`config.mk`:
```
export PLATFORM = sky130hd
export DESIGN_NAME = fifo_drain
export DESIGN_NICKNAME = d
export VERILOG_FILES = /design/src/rtl/fifo_drain_pkg.sv /design/src/rtl/skid_buf2.sv /design/src/rtl/fifo_drain.sv
export SDC_FILE = /design/constraint.sdc
export NUM_CORES = 1
export LEC_CHECK = 0
export ABC_AREA = 0
export CAP_MARGIN = 20
export CORE_ASPECT_RATIO = 0.7
export CORE_UTILIZATION = 51
export DETAILED_ROUTE_END_ITERATION = 8
export GPL_TIMING_DRIVEN = 0
export MAX_ROUTING_LAYER = met4
export PLACE_DENSITY = 0.84
export SLEW_MARGIN = 20
export SYNTH_ARGS = -nofsm -noshare
export SYNTH_HDL_FRONTEND = slang
export SYNTH_SLANG_ARGS = --single-unit
```
`constraint.sdc`:
```
create_clock -name rclk -period 2.43 [get_ports rclk]
set_input_delay 0.729 -clock rclk [delete_from_list [all_inputs] [get_ports rclk]]
set_output_delay 0.729 -clock rclk [all_outputs]
set_load 0.03 [all_outputs]
```
`src/rtl/fifo_drain_pkg.sv`:
```
`default_nettype none
// ============================================================================
// Module      : fifo_drain_pkg
// Description : Shared defaults and helpers for the FIFO drain block.
//               WD_DEFAULT      - data word width
//               PKT_LEN_DEFAULT - words per output packet
//               CW_DEFAULT      - delivered-word counter width
// Revision    : 1.0 - initial release
// ============================================================================
package fifo_drain_pkg;

  localparam int WD_DEFAULT      = 16;
  localparam int PKT_LEN_DEFAULT = 8;
  localparam int CW_DEFAULT      = 16;

  // Width of the in-packet word counter. A single-word packet still needs a
  // 1-bit counter so that the vector is never zero width.
  function automatic int wc_width(input int pkt_len);
    return (pkt_len > 1) ? $clog2(pkt_len) : 1;
  endfunction

endpackage
`default_nettype wire

```
`src/rtl/skid_buf2.sv`:
```
`default_nettype none
// ============================================================================
// Module      : skid_buf2
// Description : Two-entry output buffer holding words captured from the FIFO
//               until the downstream side accepts them.
// Ports       : clk   - clock (rising edge)
//               rst_n - asynchronous active-low reset
//               wr    - write wdat to the tail this cycle
//               wdat  - write data
//               rd    - pop the head this cycle (only while occ != 0)
//               hdat  - head data
//               occ   - occupancy, 0..2
// Revision    : 1.0 - initial release
// ============================================================================
module skid_buf2
  import fifo_drain_pkg::*;
#(
  parameter int WD = WD_DEFAULT
) (
  input  logic          clk,
  input  logic          rst_n,
  input  logic          wr,
  input  logic [WD-1:0] wdat,
  input  logic          rd,
  output logic [WD-1:0] hdat,
  output logic [1:0]    occ
);

  logic [WD-1:0] mem [2];
  logic          wptr;
  logic          rptr;

  always_ff @(posedge clk or negedge rst_n) begin
    if (!rst_n) begin
      wptr <= 1'b0;
      rptr <= 1'b0;
      occ  <= 2'd0;
    end else begin
      if (wr) wptr <= ~wptr;
      if (rd) rptr <= ~rptr;
      // A write and a pop in the same cycle leave the occupancy unchanged.
      case ({wr, rd})
        2'b10:   occ <= occ + 2'd1;
        2'b01:   occ <= occ - 2'd1;
        default: occ <= occ;
      endcase
    end
  end

  // Storage needs no reset: contents are only observed while occ != 0.
  always_ff @(posedge clk) begin
    if (wr) mem[wptr] <= wdat;
  end

  assign hdat = mem[rptr];

endmodule
`default_nettype wire

```
`src/rtl/fifo_drain.sv`:
```
`default_nettype none
// ============================================================================
// Module      : fifo_drain
// Description : Drains a FIFO with a one-cycle read latency into a
//               valid/ready stream, framing words into packets of PKT_LEN.
// Ports       : rclk   - FIFO read clock, all logic on its rising edge
//               rst_n  - asynchronous active-low reset
//               en     - drain enable (gates new reads only)
//               rempty - FIFO empty flag
//               ren    - FIFO read enable
//               rdat   - FIFO read data, valid the cycle after ren
//               ovalid - downstream valid
//               oready - downstream ready
//               odat   - downstream data
//               olast  - last word of a packet, qualified by ovalid
//               ocnt   - words accepted downstream, wraps
//               busy   - read in flight or buffer non-empty
// Revision    : 1.0 - initial release
// ============================================================================
module fifo_drain
  import fifo_drain_pkg::*;
#(
  parameter int WD      = WD_DEFAULT,
  parameter int PKT_LEN = PKT_LEN_DEFAULT,
  parameter int CW      = CW_DEFAULT
) (
  input  logic          rclk,
  input  logic          rst_n,
  input  logic          en,
  input  logic          rempty,
  output logic          ren,
  input  logic [WD-1:0] rdat,
  output logic          ovalid,
  input  logic          oready,
  output logic [WD-1:0] odat,
  output logic          olast,
  output logic [CW-1:0] ocnt,
  output logic          busy
);

  localparam int             WCW     = wc_width(PKT_LEN);
  localparam logic [WCW-1:0] WC_LAST = WCW'(PKT_LEN - 1);

  logic           inf;
  logic [1:0]     occ;
  logic           xfer;
  logic [WCW-1:0] wc;

  // The in-flight word already owns a buffer slot, so it is counted against
  // capacity; this is what keeps the two-entry buffer from overflowing.
  // rst_n gates the output so no read can be issued while held in reset.
  assign ren    = rst_n & en & ~rempty & ((occ + {1'b0, inf}) < 2'd2);

  assign ovalid = (occ != 2'd0);
  assign xfer   = ovalid & oready;
  assign olast  = ovalid & (wc == WC_LAST);
  assign busy   = inf | ovalid;

  // Read data arrives one cycle after ren; inf marks that cycle.
  always_ff @(posedge rclk or negedge rst_n) begin
    if (!rst_n) begin
      inf <= 1'b0;
    end else begin
      inf <= ren;
    end
  end

  always_ff @(posedge rclk or negedge rst_n) begin
    if (!rst_n) begin
      wc   <= '0;
      ocnt <= '0;
    end else if (xfer) begin
      wc   <= (wc == WC_LAST) ? '0 : wc + 1'b1;
      ocnt <= ocnt + 1'b1;
    end
  end

  skid_buf2 #(
    .WD (WD)
  ) u_buf (
    .clk   (rclk),
    .rst_n (rst_n),
    .wr    (inf),
    .wdat  (rdat),
    .rd    (xfer),
    .hdat  (odat),
    .occ   (occ)
  );

endmodule
`default_nettype wire
```
==> run summary, run 1 <==
========================================================================================================
Status .................................................................................... finished, final reports clean
Final worst slack .........................................................................     63.95 ps
Seq. cell area ............................................................................     1563 µm²
Number of global-route vias before repair .................................................         1381
Placer's final routability congestion estimate ............................................       0.8292
Standard-cell row count ...................................................................           19
Detailed-router iteration count before antenna repair .....................................            4
Type of origin of the critical path .......................................................   input port
Total power of the final layout ...........................................................     3.123 mW
Clock tree buffer depth ...................................................................            2
Area occupied by multi-input gates ........................................................    695.7 µm²
Die extent in y ...........................................................................     58.06 µm
Hold WC Path Type ......................................................................... input port to async pin
Final routed wire length divided by cell count ............................................     16.54 µm
Initial standard-cell utilization of the core .............................................       55.67%
Sequential element share of the synthesized area ..........................................       68.20%
Power per Cell Area .......................................................................  1032 nW/µm²
Commonest non-fill, non-tap cell in the layout ............................................ sky130_fd_sc_hd__clkdlybuf4s50_1
Wire length of the first global-routing pass ..............................................      6748 µm
Mean Syn Cell Area ........................................................................    16.01 µm²
Critical path endpoint category ........................................................... primary output
Sum of net half-perimeters after detailed placement .......................................      2952 µm
Post-synth top area cell .................................................................. sky130_fd_sc_hd__edfxtp_1
Tightest slew margin relative to the limit ................................................       45.22%
Port bufs .................................................................................           56
Critical path required time ...............................................................      1700 ps
Max Clock Freq ............................................................................   0.4226 GHz
Routed wire length ........................................................................      4285 µm
Initial antenna violation count ...........................................................            0
Static leakage ............................................................................     1.187 nW
Share of power burned in registers ........................................................        41.5%
Hold violation count in the final report ..................................................            0
Remaining design rule violation count .....................................................            0
Post-synthesis register bit count .........................................................           56
Maximum number of pins on one net before global-route repair ..............................           26
Root buffer selected by CTS ............................................................... sky130_fd_sc_hd__clkbuf_8
Switching power of the nets ...............................................................     1.111 mW
Clk network pwr share .....................................................................        19.3%
# Max-Cap Violations ......................................................................            0
Number of sinks driven by the clock tree ..................................................           56
Commonest cells after routing, fill and taps aside ........................................ sky130_fd_sc_hd__clkdlybuf4s50_1, sky130_fd_sc_hd__edfxtp_1, sky130_fd_sc_hd__dfrtp_1
Clock Skews ...............................................................................     6.842 ps
Startpoint of the worst-slack reg-to-reg timing path ...................................... u_buf.occ[1]
Antenna Diode Count .......................................................................            0
Number of library cell types mapped by synthesis ..........................................           25
Via count normalized by instance count ....................................................        5.232
Mapped Area ...............................................................................     2290 µm²
Total grt overflow ........................................................................            0
Top-level I/O count .......................................................................           57
Antenna Violating Nets Remaining ..........................................................            0
Crit share post-route .....................................................................       97.37%
Cell types with the largest area share after synthesis .................................... sky130_fd_sc_hd__edfxtp_1, sky130_fd_sc_hd__dfrtp_1, sky130_fd_sc_hd__mux2_2
Mapped Nets ...............................................................................          168
Design area ...............................................................................     3027 µm²
Utilization after layout ..................................................................       73.59%
Number of filler instances in the final layout ............................................          269
TritonCTS Buffers .........................................................................            5
Final Max Slew Viols ......................................................................            0
Iter 0 DRT Violations .....................................................................           56
Post-CTS clock slew at the launch and capture registers of the worst setup and hold paths .       100 ps
# setup viols final .......................................................................            0
Layout Area Growth over Synthesis .........................................................       32.19%
Setup repair after global routing missed its margin .......................................        false
Worst Reg2Reg Path Length in Cells ........................................................            7
Die X-Extent ..............................................................................     82.09 µm
Count of H-tree levels built during CTS ...................................................            2
Yosys synthesis warning count .............................................................            0
CTS hold repair buffers ...................................................................            0
CTS tree ..................................................................................         done
Clock network latency to the later pin of the worst-skew pair .............................       310 ps
Largest vdd supply drop ...................................................................     631.6 µV
Die outline area ..........................................................................     4766 µm²
Maximum fanout along the worst path .......................................................            2
Global Route Usage Sum ....................................................................       20.60%
Data arrival time at the worst-slack endpoint .............................................      1640 ps
Post-synth top area share .................................................................       41.97%
Slew at the pin closest to its max-slew limit .............................................     820.8 ps
Placement Cell Area .......................................................................     2918 µm²
Comb pwr share ............................................................................        39.2%
Accumulated negative setup slack ..........................................................         0 ps
Synth Instances ...........................................................................          143
Min cycle time layout .....................................................................      2366 ps
Worst slack, placed .......................................................................     -1373 ps
Endpoint of the worst-slack reg-to-reg timing path ........................................ u_buf.occ[1]
Via count of the routed design ............................................................         1355
Internal power component ..................................................................     2.012 mW
Layout Nets ...............................................................................          231
Std-Cell Core Area ........................................................................     4113 µm²
Switching power share of the total ........................................................       35.57%
Worst-case register-to-register setup slack ...............................................       720 ps
Layout cells sized above 1 ................................................................       24.15%
Type of the worst setup path .............................................................. input port to primary output
========================================================================================================
worst max path at each step:
stage                           to  depth (start not counted)  startpoint
after floorplan                ren                          1      rempty
after global placement         ren                          4       rst_n
after detailed placement       ren                          4       rst_n
after CTS                 odat[12]                          3  u_buf.rptr
after global routing           ren                          4          en
final                          ren                          4          en
through the flow:
step	cells	hold slack [ps]
2_1_floorplan	143	433.4
5_1_grt	259	318.7
3_5_place_dp	251	483.0
6_report	259	306.8
4_1_cts	258	308.1
3_3_place_gp	251	464.8
power groups by stage:
| stage | Clock, mW | Combinational [mW] | Sequential (mW) |
|---|---|---|---|
| after floorplan | 0 | 0.731 | 1.39 |
| after global placement | 0 | 1.24 | 1.29 |
| after detailed placement | 0 | 1.28 | 1.31 |
| after CTS | 0.613 | 1.21 | 1.31 |
| after global routing | 0.647 | 1.31 | 1.31 |
| final | 0.603 | 1.23 | 1.30 |
final cells by class:
cell class	instances	area share [%]
Clock buffer	5	2.274
Tap cell	52	2.150
Sequential cell	56	51.63
Clock inverter	3	1.406
Buffer	3	0.8681
Multi-Input combinational cell	80	22.98
Timing Repair Buffer	57	18.31
Inverter	3	0.3721
layer usage:
layer  vias to the layer above  global-route usage [%]  wire (µm)
li1                        639                       -          -
met2                        28                   31.40       2141
met1                       683                   25.91       1903
met4                         0                   9.023         62
met5                         -                       -          0
met3                         5                   5.669        177
cell families after synthesis:
group | count (synthesis) | share of synthesized area, %
compound gates | 4 | 1.912
buf+inv | 7 | 1.529
mux | 19 | 9.344
flops | 56 | 68.20
fa+ha+maj | 4 | 2.186
xor+xnor | 21 | 8.033
simple gates | 32 | 8.798
critical path: stages:
cell                              delay, ps
sky130_fd_sc_hd__clkdlybuf4s50_1        450
sky130_fd_sc_hd__nand2_1                 50
sky130_fd_sc_hd__nor3_1                 200
sky130_fd_sc_hd__buf_4                  210
Yosys cell counts (all sizes together):
cell type and instances:
or3 1, nand2 10, nor4 2, nand4 3, nor3 5, mux2 19
nand3 2, edfxtp 32, xor2 6, buf 3, dfrtp 24, and4 1
a21o 1, nor2 5, clkbuf 1, and2 2, o21ai 1, xnor2 15
or2 1, o2111ai 1, o211ai 1, inv 3, ha 4
repair_timing:
item / CTS / global route
buffers inserted: 0 / 1
setup endpoints to repair: 20 / 4
resized for setup: 49 / 3
pin swaps: 0 / 0
state kept, by name, indices dropped and copies added, names as in the netlist:
| signal | flops |
|---|---|
| u_buf.mem | 32 |
| ocnt | 16 |
| wc | 3 |
| u_buf.occ | 2 |
| inf | 1 |
| u_buf.rptr | 1 |
| u_buf.wptr | 1 |
Power figures use the tool's default switching activity.
==> run 2, diff against run 1 <==
CELL_PAD_IN_SITES_DETAIL_PLACEMENT = 1   (was not set)
CELL_PAD_IN_SITES_GLOBAL_PLACEMENT = 1   (was not set)
CORE_UTILIZATION = 43   (was 51)
PLACE_DENSITY = 0.86   (was 0.84)
==> run 2 against run 1 <==
  * Sequential share of layout area stayed put
  * Routed wire length grew 14%
  * Register-to-register slack barely moved
  * Clock skew down 1.4 ps
  * Highest routed layer unchanged
  * Combinational power barely moved
  * Largest power group unchanged
  * Critical endpoint is now olast
  * Clock power shrank 20%
  * First-iteration DRC count shrank 32%
  * Via count is 0.15% higher
==> run summary, run 2 (same netlist as run 1, synthesis figures left out) <==
========================================================================================================
Worst Reg2Reg Path Length in Cells ........................................................            6
Layout Nets ...............................................................................          233
Endpoint of the worst setup timing path ...................................................        olast
Internal power component ..................................................................     1.913 mW
Design area ...............................................................................     3027 µm²
Largest registers ......................................................................... u_buf.mem x32, ocnt x16, wc x3
Share of power burned in registers ........................................................        43.2%
Status .................................................................................... finished, final reports clean
Iter 0 DRT Violations .....................................................................           38
Fraction of met3 tracks used by global routing ............................................       4.718%
Layout Area Growth over Synthesis .........................................................       32.19%
Type of origin of the critical path .......................................................    flip-flop
Antenna Violating Nets Remaining ..........................................................            0
Worst slack, placed .......................................................................     -1433 ps
Power per Cell Area .......................................................................  1002 nW/µm²
Maximum number of pins on one net before global-route repair ..............................           26
Number of filler instances in the final layout ............................................          487
Via count of the routed design ............................................................         1357
Commonest cells after routing, fill and taps aside ........................................ sky130_fd_sc_hd__clkdlybuf4s50_1, sky130_fd_sc_hd__edfxtp_1, sky130_fd_sc_hd__dfrtp_1
Endpoint of the worst-slack reg-to-reg timing path ........................................ u_buf.occ[1]
Clock network latency to the later pin of the worst-skew pair .............................       300 ps
Final Max Slew Viols ......................................................................            0
Wire length of the first global-routing pass ..............................................      8059 µm
# setup viols final .......................................................................            0
Number of sinks driven by the clock tree ..................................................           56
Routed wire length ........................................................................      4901 µm
Met1 capacity usage during global routing .................................................       24.56%
Clk network pwr share .....................................................................        16.0%
Clock Skews ...............................................................................     5.482 ps
Switching power share of the total ........................................................       36.93%
CTS hold repair buffers ...................................................................            0
Total power of the final layout ...........................................................     3.033 mW
Placer's final routability congestion estimate ............................................       0.7677
Count of H-tree levels built during CTS ...................................................            2
Critical path required time ...............................................................      1700 ps
Largest vdd supply drop ...................................................................     426.1 µV
CTS tree ..................................................................................         done
Register containing the most flip-flops in the final layout ...............................    u_buf.mem
TritonCTS Buffers .........................................................................            5
Hold violation count in the final report ..................................................            0
Worst-case register-to-register setup slack ...............................................       710 ps
Min cycle time layout .....................................................................      2372 ps
Most Crowded Layer GR .....................................................................         met2
Static leakage ............................................................................     1.196 nW
Commonest non-fill, non-tap cell in the layout ............................................ sky130_fd_sc_hd__clkdlybuf4s50_1
Maximum fanout along the worst path .......................................................            7
Initial antenna violation count ...........................................................            0
Standard-cell row count ...................................................................           21
Comb pwr share ............................................................................        40.9%
Via count normalized by instance count ....................................................        4.881
Root buffer selected by CTS ............................................................... sky130_fd_sc_hd__clkbuf_8
Std-Cell Core Area ........................................................................     4940 µm²
Die extent in y ...........................................................................     63.05 µm
Total grt overflow ........................................................................            0
Final worst slack .........................................................................     58.46 ps
Placement Cell Area .......................................................................     2939 µm²
Port bufs .................................................................................           56
Met2 Track Usage GR .......................................................................       34.06%
Antenna Diode Count .......................................................................            0
Setup repair after global routing missed its margin .......................................        false
Flip-flop count of the largest register, all copies and words added .......................           32
Data arrival time at the worst-slack endpoint .............................................      1640 ps
Final routed wire length divided by cell count ............................................     17.63 µm
Critical Path Start ....................................................................... u_buf.occ[1]
Tightest slew margin relative to the limit ................................................       42.89%
Slew at the pin closest to its max-slew limit .............................................     855.8 ps
Critical path endpoint category ........................................................... primary output
Hold WC Path Type ......................................................................... input port to async pin
Crit share post-route .....................................................................       97.59%
Type of the worst setup path .............................................................. flip-flop to primary output
Initial standard-cell utilization of the core .............................................       46.35%
Sum of net half-perimeters after detailed placement .......................................      3609 µm
Die X-Extent ..............................................................................     89.22 µm
Die outline area ..........................................................................     5625 µm²
Global Route Usage Sum ....................................................................       20.25%
Number of global-route vias before repair .................................................         1543
Top-level I/O count .......................................................................           57
Post-CTS clock slew at the launch and capture registers of the worst setup and hold paths .        90 ps
Clock tree buffer depth ...................................................................            2
Switching power of the nets ...............................................................     1.120 mW
Detailed-router iteration count before antenna repair .....................................            4
Max Clock Freq ............................................................................   0.4217 GHz
# Max-Cap Violations ......................................................................            0
Remaining design rule violation count .....................................................            0
Startpoint of the worst-slack reg-to-reg timing path ...................................... u_buf.occ[1]
Layout cells sized above 1 ................................................................       21.53%
========================================================================================================
==> run 2: cell count changes in the layout (fill, tap and decap cells not counted) <==
cell / before / now
sky130_fd_sc_hd__dlygate4sd2_1: 10 / 18
sky130_fd_sc_hd__clkdlybuf4s15_2: 7 / 1
sky130_fd_sc_hd__buf_4: 5 / 7
sky130_fd_sc_hd__bufinv_16: 1 / 0
sky130_fd_sc_hd__clkbuf_2: 1 / 0
sky130_fd_sc_hd__clkdlybuf4s15_1: 1 / 0
sky130_fd_sc_hd__clkinv_1: 0 / 1
sky130_fd_sc_hd__clkinv_2: 1 / 2
sky130_fd_sc_hd__clkinvlp_4: 1 / 0
sky130_fd_sc_hd__nor3_1: 5 / 4
sky130_fd_sc_hd__nor3_2: 0 / 1
==> run 2: power groups by stage <==
stage	clock network, mW	registers, mW	logic (mW)
2_1_floorplan	0	1.39	0.731
3_3_place_gp	0	1.29	1.24
3_5_place_dp	0	1.32	1.30
4_1_cts	0.493	1.32	1.21
5_1_grt	0.545	1.33	1.33
6_report	0.484	1.31	1.24
==> run 2: worst max-delay path, stage by stage, from the launching register on <==
cell and delay [ps]:
sky130_fd_sc_hd__dfrtp_1 380, sky130_fd_sc_hd__buf_4 160, sky130_fd_sc_hd__or2_2 300, sky130_fd_sc_hd__and2_1 160, sky130_fd_sc_hd__dlygate4sd2_1 350
==> run 2: worst min path at each step <==
stage / end / slack [ps]
2_1_floorplan: inf / 430
3_3_place_gp: ocnt[15] / 470
3_5_place_dp: ocnt[15] / 490
4_1_cts: ocnt[7] / 320
5_1_grt: ocnt[7] / 310
6_report: ocnt[7] / 310
==> run 2: routing by layer <==
metal / part of all wire [%] / up-vias
met5: 0 / -
met4: 1.4 / 0
met3: 3.7 / 6
met2: 52 / 32
met1: 43 / 682
li1: - / 637
==> run 2: what timing repair did <==
action / in CTS / in global routing
setup buffers: 0 / 3
gates resized for setup: 38 / 0
pin swaps: 0 / 0
setup endpoints to repair: 20 / 8
==> run 2: metrics by stage <==
stage / hold WS [ps] / instances / TNS [ps] / util, %
finish: 309.9 / 278 / 0 / 61.27
global route: 314.0 / 278 / 0 / 61.27
CTS: 318.8 / 275 / 0 / 60.82
detailed placement: 488.1 / 268 / -4137 / 59.50
global placement: 465.1 / 268 / -3347 / 59.45
floorplan: 433.4 / 143 / 0 / -
==> run 2: layout make-up <==
class	instances	area, µm²	area share, %
clock buffer	5	68.82	2.274
sequential	56	1563	51.63
clock inverter	3	13.76	0.4547
timing repair buffer	59	556.8	18.40
buffer	3	26.28	0.8681
tap	69	86.33	2.852
multi-input combinational	80	700.7	23.15
inverter	3	11.26	0.3721
==> run 3, diff against run 2 <==
GPL_ROUTABILITY_DRIVEN = 0   (was not set)
SLEW_MARGIN = 25   (was 20)
==> run 3 against run 2 <==
  * Cell count stayed put
  * Total power up 4.9%
  * Critical path depth stayed put
  * Maximum frequency increased by 0.61%
  * Via count is 0.81% higher
  * Register-to-register slack barely moved
  * First-iteration DRC count rose by 61%
  * Routed wire length up 3.9%
  * Clock skew rose by 1.2 ps
  * Setup slack improved by 14 ps
  * Critical endpoint is now ren
  * Largest power group unchanged
==> run summary, run 3 (same netlist as run 1, synthesis figures left out) <==
========================================================================================================
Data arrival time at the worst-slack endpoint .............................................      1630 ps
Maximum fanout along the worst path .......................................................            2
Flip-flop count of the largest register, all copies and words added .......................           32
CTS tree ..................................................................................         done
Antenna Violating Nets Remaining ..........................................................            0
Total grt overflow ........................................................................            0
Detailed-router iteration count before antenna repair .....................................            4
Remaining design rule violation count .....................................................            0
Cell Count, Final, Fillers Out ............................................................          278
Std-Cell Core Area ........................................................................     4940 µm²
Tightest slew margin relative to the limit ................................................       41.16%
Top-level I/O count .......................................................................           57
Max Clock Freq ............................................................................   0.4243 GHz
Fraction of met3 tracks used by global routing ............................................       4.980%
Die extent in y ...........................................................................     63.05 µm
Antenna Diode Count .......................................................................            0
Total power of the final layout ...........................................................     3.182 mW
Crit share post-route .....................................................................       97.00%
Iter 0 DRT Violations .....................................................................           61
TritonCTS Buffers .........................................................................            5
Power per Cell Area .......................................................................  1037 nW/µm²
Root buffer selected by CTS ............................................................... sky130_fd_sc_hd__clkbuf_8
Post-CTS clock slew at the launch and capture registers of the worst setup and hold paths .       100 ps
Largest vdd supply drop ...................................................................     420.1 µV
Number of global-route vias before repair .................................................         1540
Hold WC Path Type ......................................................................... input port to async pin
Type of the worst setup path .............................................................. input port to primary output
Via count of the routed design ............................................................         1368
Status .................................................................................... finished, final reports clean
Met1 capacity usage during global routing .................................................       25.40%
Largest registers ......................................................................... u_buf.mem x32, ocnt x16, wc x3
Type of origin of the critical path .......................................................   input port
Commonest cells after routing, fill and taps aside ........................................ sky130_fd_sc_hd__clkdlybuf4s50_1, sky130_fd_sc_hd__edfxtp_1, sky130_fd_sc_hd__dfrtp_1
Layout Nets ...............................................................................          233
Placement Cell Area .......................................................................     2934 µm²
Final routed wire length divided by cell count ............................................     18.32 µm
Routed wire length ........................................................................      5092 µm
Layout Area Growth over Synthesis .........................................................       33.99%
Initial antenna violation count ...........................................................            0
Min cycle time layout .....................................................................      2357 ps
Standard-cell row count ...................................................................           21
Utilization after layout ..................................................................       62.11%
Clock Skews ...............................................................................     6.703 ps
Layout cells sized above 1 ................................................................       24.88%
Design area ...............................................................................     3068 µm²
Die X-Extent ..............................................................................     89.22 µm
Port bufs .................................................................................           56
Die outline area ..........................................................................     5625 µm²
Clock network latency to the later pin of the worst-skew pair .............................       300 ps
Maximum number of pins on one net before global-route repair ..............................           26
Register containing the most flip-flops in the final layout ...............................    u_buf.mem
Final Max Slew Viols ......................................................................            0
Setup repair after global routing missed its margin .......................................        false
Clock tree buffer depth ...................................................................            2
Via count normalized by instance count ....................................................        4.921
Met2 Track Usage GR .......................................................................       35.88%
Slew at the pin closest to its max-slew limit .............................................     881.6 ps
Count of H-tree levels built during CTS ...................................................            2
# setup viols final .......................................................................            0
Fin Hold WS ...............................................................................     315.4 ps
Initial standard-cell utilization of the core .............................................       46.35%
Number of sinks driven by the clock tree ..................................................           56
Critical path required time ...............................................................      1700 ps
Hold violation count in the final report ..................................................            0
Global Route Usage Sum ....................................................................       21.05%
Sum of net half-perimeters after detailed placement .......................................      3600 µm
Worst Reg2Reg Path Length in Cells ........................................................            6
Number of placed instances, taps included .................................................          268
Static leakage ............................................................................     1.197 nW
Critical path endpoint category ........................................................... primary output
# Max-Cap Violations ......................................................................            0
Most Crowded Layer GR .....................................................................         met2
Commonest non-fill, non-tap cell in the layout ............................................ sky130_fd_sc_hd__clkdlybuf4s50_1
Wire length of the first global-routing pass ..............................................      8211 µm
========================================================================================================
[run 3: cell types whose count changed in the layout (fill, tap and decap cells not counted), sizes merged]
cell,change
clkdlybuf4s15,+8
clkinvlp,+1
dlygate4sd2,-9
bufinv,+1
clkinv,-2
clkbuf,+1
[run 3: repair_timing]
item / 4_1_cts / 5_1_grt
buffers inserted: 0 / 3
hold buffers: 0 / 0
setup endpoints to repair: 20 / 5
gates resized for setup: 46 / 2
[run 3: worst paths after layout]
| path | endpoint | startpoint | slack (ps) |
|---|---|---|---|
| worst max register to register | u_buf.occ[1] | u_buf.occ[1] | 710 |
| worst min-delay path | ocnt[15] | rst_n | 320 |
| max in group asynchronous | u_buf.rptr | rst_n | 1850 |
| worst max-delay path | ren | en | 70 |
| worst min register to register | ocnt[15] | ocnt[15] | 510 |
| min in group rclk | ocnt[15] | ocnt[15] | 510 |
[run 3: layout make-up]
class,instances,area [µm²]
buffer,3,26.28
clock buffer,5,68.82
fill,483,1872
clock inverter,3,42.54
tap,69,86.33
multi-input combinational,80,700.7
timing repair buffer,59,569.3
sequential,56,1563
inverter,3,11.26
[run 3: worst max-delay path: stages]
cell and delay [ps]:
sky130_fd_sc_hd__clkdlybuf4s50_1 470, sky130_fd_sc_hd__nand2_1 70, sky130_fd_sc_hd__nor3_2 170, sky130_fd_sc_hd__buf_4 200
[run 3: metrics by stage]
step                worst slack [ps]  setup TNS, ps
CTS                            3.809              0
global placement               -1292          -3347
floorplan                      235.8              0
detailed placement            -602.9          -3330
finish                         72.95              0
global route                   34.77              0
[run 3: metal layers]
metal	wire length, µm	part of all wire [%]
met5	0	0
met4	24	0.47
met3	248	4.9
met2	2682	53
met1	2137	42
[run 3: power breakdown]
group / internal (mW) / switching, mW
sequential: 1.16 / 0.148
clock: 0.306 / 0.303
combinational: 0.569 / 0.696
